<file path="src/rtl/if_fetch_req_ctrl_if.sv">
// rtl/if_fetch_req_ctrl_if.sv - instruction SRAM-like bus between IF request controller and memory
//
// Purpose : groups the instruction-side read bus (req/addr_ok/data_ok) into one bundle.
// Signals : inst_req_o     - bus request, driven by the fetch controller
//           inst_addr_o    - bus address, held stable while inst_req_o is high
//           inst_addr_ok_i - bus accepted the address this cycle
//           inst_data_ok_i - bus returned read data this cycle
// Modports: master - fetch controller side; slave - memory/bus side.

interface if_fetch_req_ctrl_if #(
   parameter int ADDR_W = 32
);
   logic              inst_req_o;
   logic [ADDR_W-1:0] inst_addr_o;
   logic              inst_addr_ok_i;
   logic              inst_data_ok_i;

   modport master (
      output inst_req_o,
      output inst_addr_o,
      input  inst_addr_ok_i,
      input  inst_data_ok_i
   );

   modport slave (
      input  inst_req_o,
      input  inst_addr_o,
      output inst_addr_ok_i,
      output inst_data_ok_i
   );
endinterface

</file>
<file path="src/rtl/if_fetch_req_ctrl.sv">
// rtl/if_fetch_req_ctrl.sv - IF-stage instruction read request sequencer with cancel/discard tracking
//
// Purpose : issues one instruction read at a time on the SRAM-like bus, bounds the number
//           of accepted-but-unreturned reads, and swallows returns that belong to reads
//           in flight when the pipeline was cancelled.
// Ports   : clk, rst        - clock, synchronous active-high reset
//           fetch_valid_i   - upstream presents a fetch address
//           fetch_addr_i    - fetch address
//           fetch_ready_o   - address accepted this cycle when fetch_valid_i is high
//           cancel_i        - pipeline cancel (branch mismatch / exception / flush)
//           bus             - instruction bus, master side
//           resp_valid_o    - returned data is live, forward downstream
//           outstanding_o   - reads accepted by the bus and not yet returned
//           discard_o       - returns still to be swallowed
//           err_o           - sticky protocol error (data_ok with nothing outstanding)

module if_fetch_req_ctrl #(
   parameter int MAX_OUTSTANDING = 2,
   parameter int CNT_W           = 2,
   parameter int ADDR_W          = 32
) (
   input  logic                clk,
   input  logic                rst,
   input  logic                fetch_valid_i,
   input  logic [ADDR_W-1:0]   fetch_addr_i,
   output logic                fetch_ready_o,
   input  logic                cancel_i,
   if_fetch_req_ctrl_if.master bus,
   output logic                resp_valid_o,
   output logic [CNT_W-1:0]    outstanding_o,
   output logic [CNT_W-1:0]    discard_o,
   output logic                err_o
);

   typedef enum logic {
      S_IDLE = 1'b0,
      S_REQ  = 1'b1
   } state_t;

   localparam logic [CNT_W-1:0] MAX_CNT  = CNT_W'(MAX_OUTSTANDING);
   localparam logic [CNT_W-1:0] CNT_ZERO = '0;

   state_t            state_q;
   state_t            state_d;

   logic [CNT_W-1:0]  out_q;
   logic [CNT_W-1:0]  out_d;
   logic [CNT_W-1:0]  disc_q;
   logic [CNT_W-1:0]  disc_d;
   logic              doomed_q;
   logic              doomed_d;
   logic              err_q;
   logic              err_d;
   logic [ADDR_W-1:0] addr_q;
   logic [ADDR_W-1:0] addr_d;

   logic              fetch_ready;
   logic              issue;
   logic              addr_hs;
   logic              data_eff;
   logic              data_spur;
   logic              disc_dec;
   logic              disc_inc;
   logic [CNT_W:0]    out_sum;
   logic [CNT_W:0]    disc_sum;

   // ------------------------------------------------------------------
   // FSM: state register
   // ------------------------------------------------------------------
   always_ff @(posedge clk) begin
      if (rst) begin
         state_q <= S_IDLE;
      end else begin
         state_q <= state_d;
      end
   end

   // ------------------------------------------------------------------
   // FSM: next state
   // A request is never withdrawn: REQ only leaves on addr_ok, even
   // across a cancel. The doomed flag takes care of the stale read.
   // ------------------------------------------------------------------
   always_comb begin
      state_d = state_q;
      case (state_q)
         S_IDLE: begin
            if (issue) begin
               state_d = S_REQ;
            end
         end
         S_REQ: begin
            if (bus.inst_addr_ok_i) begin
               state_d = S_IDLE;
            end
         end
         default: begin
            state_d = S_IDLE;
         end
      endcase
   end

   // ------------------------------------------------------------------
   // FSM: outputs
   // ------------------------------------------------------------------
   always_comb begin
      bus.inst_req_o = (state_q == S_REQ);
      fetch_ready    = (state_q == S_IDLE) && (out_q < MAX_CNT) && !cancel_i;
      issue          = fetch_valid_i && fetch_ready;
   end

   // ------------------------------------------------------------------
   // Counters, doomed flag, error, address latch
   // ------------------------------------------------------------------
   always_comb begin
      addr_hs   = (state_q == S_REQ) && bus.inst_addr_ok_i;
      // A return with nothing outstanding is a protocol error and must
      // not decrement the counter below zero.
      data_eff  = bus.inst_data_ok_i && (out_q != CNT_ZERO);
      data_spur = bus.inst_data_ok_i && (out_q == CNT_ZERO);

      out_sum = {1'b0, out_q} + {CNT_ZERO, addr_hs} - {CNT_ZERO, data_eff};
      if (out_sum > {1'b0, MAX_CNT}) begin
         out_d = MAX_CNT;
      end else begin
         out_d = out_sum[CNT_W-1:0];
      end

      disc_dec = bus.inst_data_ok_i && (disc_q != CNT_ZERO);
      disc_inc = addr_hs && doomed_q;

      if (cancel_i) begin
         // Everything still in flight after this edge, including a read
         // handshaking right now, belongs to the cancelled path.
         disc_sum = {1'b0, out_d};
         doomed_d = (state_q == S_REQ) && !bus.inst_addr_ok_i;
      end else begin
         disc_sum = {1'b0, disc_q} - {CNT_ZERO, disc_dec} + {CNT_ZERO, disc_inc};
         doomed_d = addr_hs ? 1'b0 : doomed_q;
      end

      // Keep discard within the outstanding count so it can never wrap.
      if (disc_sum > {1'b0, out_d}) begin
         disc_d = out_d;
      end else begin
         disc_d = disc_sum[CNT_W-1:0];
      end

      err_d  = err_q || data_spur;
      addr_d = issue ? fetch_addr_i : addr_q;
   end

   always_ff @(posedge clk) begin
      if (rst) begin
         out_q    <= '0;
         disc_q   <= '0;
         doomed_q <= 1'b0;
         err_q    <= 1'b0;
         addr_q   <= '0;
      end else begin
         out_q    <= out_d;
         disc_q   <= disc_d;
         doomed_q <= doomed_d;
         err_q    <= err_d;
         addr_q   <= addr_d;
      end
   end

   // ------------------------------------------------------------------
   // Output drive
   // A return is live only if no swallowing is pending. A return in the
   // cancel cycle itself with discard at zero still goes out: it belongs
   // to the pre-cancel window and downstream samples cancel on its own.
   // ------------------------------------------------------------------
   assign bus.inst_addr_o   = addr_q;
   assign fetch_ready_o     = fetch_ready;
   assign resp_valid_o      = bus.inst_data_ok_i && (disc_q == CNT_ZERO) && (out_q != CNT_ZERO);
   assign outstanding_o     = out_q;
   assign discard_o         = disc_q;
   assign err_o             = err_q;

endmodule
</file>
<file path="src/flat_wrapper.sv">
// flat-port wrapper written by rule: the top's interface ports become plain ports
module if_fetch_req_ctrl_flat 
#(
   parameter int MAX_OUTSTANDING = 2,
   parameter int CNT_W           = 2,
   parameter int ADDR_W          = 32
)
  (clk, rst, fetch_valid_i, fetch_addr_i, fetch_ready_o, cancel_i, resp_valid_o, outstanding_o, discard_o, err_o, bus_inst_req_o, bus_inst_addr_o, bus_inst_addr_ok_i, bus_inst_data_ok_i);
  if_fetch_req_ctrl_if #(.ADDR_W(ADDR_W)) bus_i ();
  input  logic clk;
  input  logic rst;
  input  logic fetch_valid_i;
  input  logic [ADDR_W-1:0] fetch_addr_i;
  output logic fetch_ready_o;
  input  logic cancel_i;
  output logic resp_valid_o;
  output logic [CNT_W-1:0] outstanding_o;
  output logic [CNT_W-1:0] discard_o;
  output logic err_o;
  output wire logic [$bits(bus_i.inst_req_o)-1:0] bus_inst_req_o;
  output wire logic [$bits(bus_i.inst_addr_o)-1:0] bus_inst_addr_o;
  input wire logic [$bits(bus_i.inst_addr_ok_i)-1:0] bus_inst_addr_ok_i;
  input wire logic [$bits(bus_i.inst_data_ok_i)-1:0] bus_inst_data_ok_i;
  assign bus_inst_req_o = bus_i.inst_req_o;
  assign bus_inst_addr_o = bus_i.inst_addr_o;
  assign bus_i.inst_addr_ok_i = bus_inst_addr_ok_i;
  assign bus_i.inst_data_ok_i = bus_inst_data_ok_i;
  if_fetch_req_ctrl #(.MAX_OUTSTANDING(MAX_OUTSTANDING), .CNT_W(CNT_W), .ADDR_W(ADDR_W)) u_core (.clk(clk), .rst(rst), .fetch_valid_i(fetch_valid_i), .fetch_addr_i(fetch_addr_i), .fetch_ready_o(fetch_ready_o), .cancel_i(cancel_i), .bus(bus_i), .resp_valid_o(resp_valid_o), .outstanding_o(outstanding_o), .discard_o(discard_o), .err_o(err_o));
endmodule
</file>
<file path="config.mk">
export PLATFORM = sky130hd
export DESIGN_NAME = if_fetch_req_ctrl_flat
export DESIGN_NICKNAME = d
export VERILOG_FILES = /design/src/rtl/if_fetch_req_ctrl_if.sv /design/src/rtl/if_fetch_req_ctrl.sv /design/src/flat_wrapper.sv
export SDC_FILE = /design/constraint.sdc
export NUM_CORES = 1
export LEC_CHECK = 0
export CORE_MARGIN = 2
export CORE_UTILIZATION = 66
export CTS_BUF_LIST = sky130_fd_sc_hd__clkbuf_16
export DETAILED_ROUTE_END_ITERATION = 6
export DONT_BUFFER_PORTS = 1
export PLACE_DENSITY = 0.82
export SKIP_CTS_REPAIR_TIMING = 1
export SLEW_MARGIN = 10
export SYNTH_ARGS = -nofsm -noshare
export SYNTH_HDL_FRONTEND = slang
export SYNTH_SLANG_ARGS = --single-unit
</file>
<file path="constraint.sdc">
create_clock -name clk -period 5.45 [get_ports clk]
set_input_delay 0.545 -clock clk [delete_from_list [all_inputs] [get_ports clk]]
set_output_delay 0.545 -clock clk [all_outputs]
set_load 0.005 [all_outputs]
</file>
==> run metrics <==
post-DP HPWL 2430 um; simple-gate share of the synthesized area 0.215; Vert. Die Dim ~55 um; clock-pin slew on the worst setup and hold paths ~50 ps; CP peak stage delay 490 ps; GRT overflow 0; DR WL/cell approximately 15 um; EDFF count, synth 0; Main synth FF type dfxtp_1; internal power 650 uW; worst rel slew slack 0.296; leakage power 0.676 nW; GR Util met1 0.239; Synth top cells by count nand2_1, dfxtp_1, a21oi_1, a21oi_2, inv_1; Critical Path AT 3530 ps; synth unique cells 27; Post-Synthesis Net Count 240; drt pass-1 iters 4; # fillers approximately 180; Fin. Hold Viols 0; htree depth 2; Flop pwr share 0.391; post-synthesis cell count ~190; pin count of the biggest net entering global routing 40; die area 0.00300 mm2; Max Freq between 0.2 and 0.3 GHz; Max stage delay cell, worst path dfxtp_1; First DRT Iteration DRCs 24; initial antenna violation count 0; Rows 18; Sw Ratio 0.288; top cells by area, synth dfxtp_1, nand2_1, a21oi_2; Clk pwr share 0.343; final worst clock skew roughly 1.4 ps; ys async rst share 0; Compound-Gate Fraction of Synth Area 0.145; Core Area 0.00245 mm2; layout cell share with drive strength beyond 1 0.142; setup TNS 0 ps; path depth of the worst reg2reg path 15; Hold Path Class input pin to register; worst-margin pin slew 1060 ps; sequential share of the synthesized area 0.459; cells along the critical path nor2_1 -> nor2b_1 -> ha_1 -> inv_1 -> ha_1 -> inv_1 -> fa_1 -> xnor2_1 -> and3_2 -> mux2i_1 -> ha_1 -> inv_1 -> a21o_1 -> a211oi_1 -> mux2_2; Yosys top cell by area dfxtp_1; latest clock arrival within the worst-skew pair 270 ps; busiest grt layer met2; Slew Viols, Final 0; IO Count 78; multiplexer share of the synthesized area 0.0250; Worst Path Required 5610 ps; CP Class register to register; Yosys Warn Count 0; share of the synthesized area in the top cell type 0.459; synthesis-stage register bit count 39; WL final 3230 um; crit share post-route 0.618; crit path time final 3370 ps; met2 global-route usage 0.415; cts bufs inserted 5; CTS tree done; ant diodes 0; power per cell area ~510 mW/mm2; Worst Setup End Kind register; CTS sink cnt 39; vias per cell about 5.5; Die Wd 54.7 um; most frequent cell after synthesis nand2_1; initial core utilization 0.692; antenna viol nets, final 0; Core Util, Final 0.733; IO Port Bufs 0; first-pass GRT wire length 4640 um; via count 1207; M3 GR Usage 0.0765; Final Total Pwr ~910 uW; Max Cap Violations 0; final setup fails 0; crit path max fanout 5; Mean Syn Cell Area 8.76 um2; Peak VDD IR 0.380 mV; NetSw 263 uW; status finished clean; largest family of logic cells by synthesized area simple AND/OR/NAND/NOR gates; CTS root buffer clkbuf_16; Cells on Worst Hold Path 1; hold_ws approximately 330 ps; Post-Synth Adder-Cell Area 0.0677; Max Buffers Root-to-Sink 2; RSZ-0062 raised after global routing false; nets@finish 235; RePlAce Congestion about 0.64; DRC viols 0; Post-Syn Area 0.00170 mm2; CP Launch Type register; XOR/XNOR share of the synthesized area 0.0103; Comb pwr share 0.265; Syn-to-layout area delta 5.89%; GRT Util Overall 0.226; vias in the first global route 1083
sequential cells by signal (all words and copies together), names as in the netlist:
name                    count
u_core.doomed_q             1
u_core.err_o                1
u_core.outstanding_o        2
u_core.bus.inst_req_o       1
u_core.bus.inst_addr_o     32
u_core.discard_o            2
power by group through the flow:
stage | registers (mW) | logic (mW) | clock network [mW]
CTS | 0.358 | 0.245 | 0.318
global route | 0.364 | 0.282 | 0.328
finish | 0.357 | 0.242 | 0.313
global placement | 0.363 | 0.221 | 0
detailed placement | 0.364 | 0.243 | 0
floorplan | 0.356 | 0.218 | 0
through the flow:
stage                     instances  setup slack (ps)  area [um2]
after floorplan                 194              2310        1700
after global routing            220              1740        1800
after global placement          212              2270        1640
final                           220              2080        1800
after CTS                       220              2040        1800
after detailed placement        212              2060        1640
worst paths after layout:
kind                                    from                    endpoint  slack, ps
setup / recovery     u_core.outstanding_o[1]         u_core.discard_o[0]       2080
hold / removal                           rst   u_core.bus.inst_addr_o[4]        330
setup reg to reg     u_core.outstanding_o[1]         u_core.discard_o[0]       2080
hold reg to reg   u_core.bus.inst_addr_o[26]  u_core.bus.inst_addr_o[26]        460
cell type report:
cell class / count / area [um2] / share of cell area
Sequential cell: 39 / 781 / 0.434
Clock buffer: 5 / 125 / 0.0695
Multi-Input combinational cell: 135 / 787 / 0.437
Tap cell: 30 / 37.5 / 0.0209
Inverter: 8 / 30.0 / 0.0167
Clock inverter: 3 / 38.8 / 0.0216
kinds of logic (layout without fill, tap and decap cells):
logic type | after synthesis | count (layout)
XOR/XNOR | 2 | 2
AO/OA/AOI/OAI | 38 | 38
buffers and inverters | 20 | 16
adder cells (fa/ha/maj) | 8 | 8
AND/OR/NAND/NOR | 83 | 83
multiplexers | 4 | 4
flip-flops | 39 | 39
layer usage:
metal | share of wire | wire length, um
met1 | 0.40 | 1290
met2 | 0.52 | 1670
met3 | 0.073 | 235
met4 | 0.012 | 38
met5 | 0 | 0
layout by cell type, fill, tap and decap left out, types with 2 or more instances in the layout:
cell type	netlist	layout
a21oi_2	13	13
mux2_2	2	2
a21oi_1	22	22
and3_1	2	2
inv_1	8	8
ha_1	6	6
clkbuf_16	0	5
and2_1	2	2
mux2i_1	2	2
nor2_1	4	4
nand2_1	66	66
nor2b_1	2	2
xnor2_1	2	2
dfxtp_1	39	39
fa_1	2	2
worst max-delay path, delay by kind of cell, from the launching register on:
family          cells  cell delay, ps
fa+ha+maj           4             940
mux                 2             560
simple gates        3             510
flops               1             490
compound gates      2             480
buf+inv             3             150
xor+xnor            1             150
Note: power is estimated with default switching activity, not from simulation.
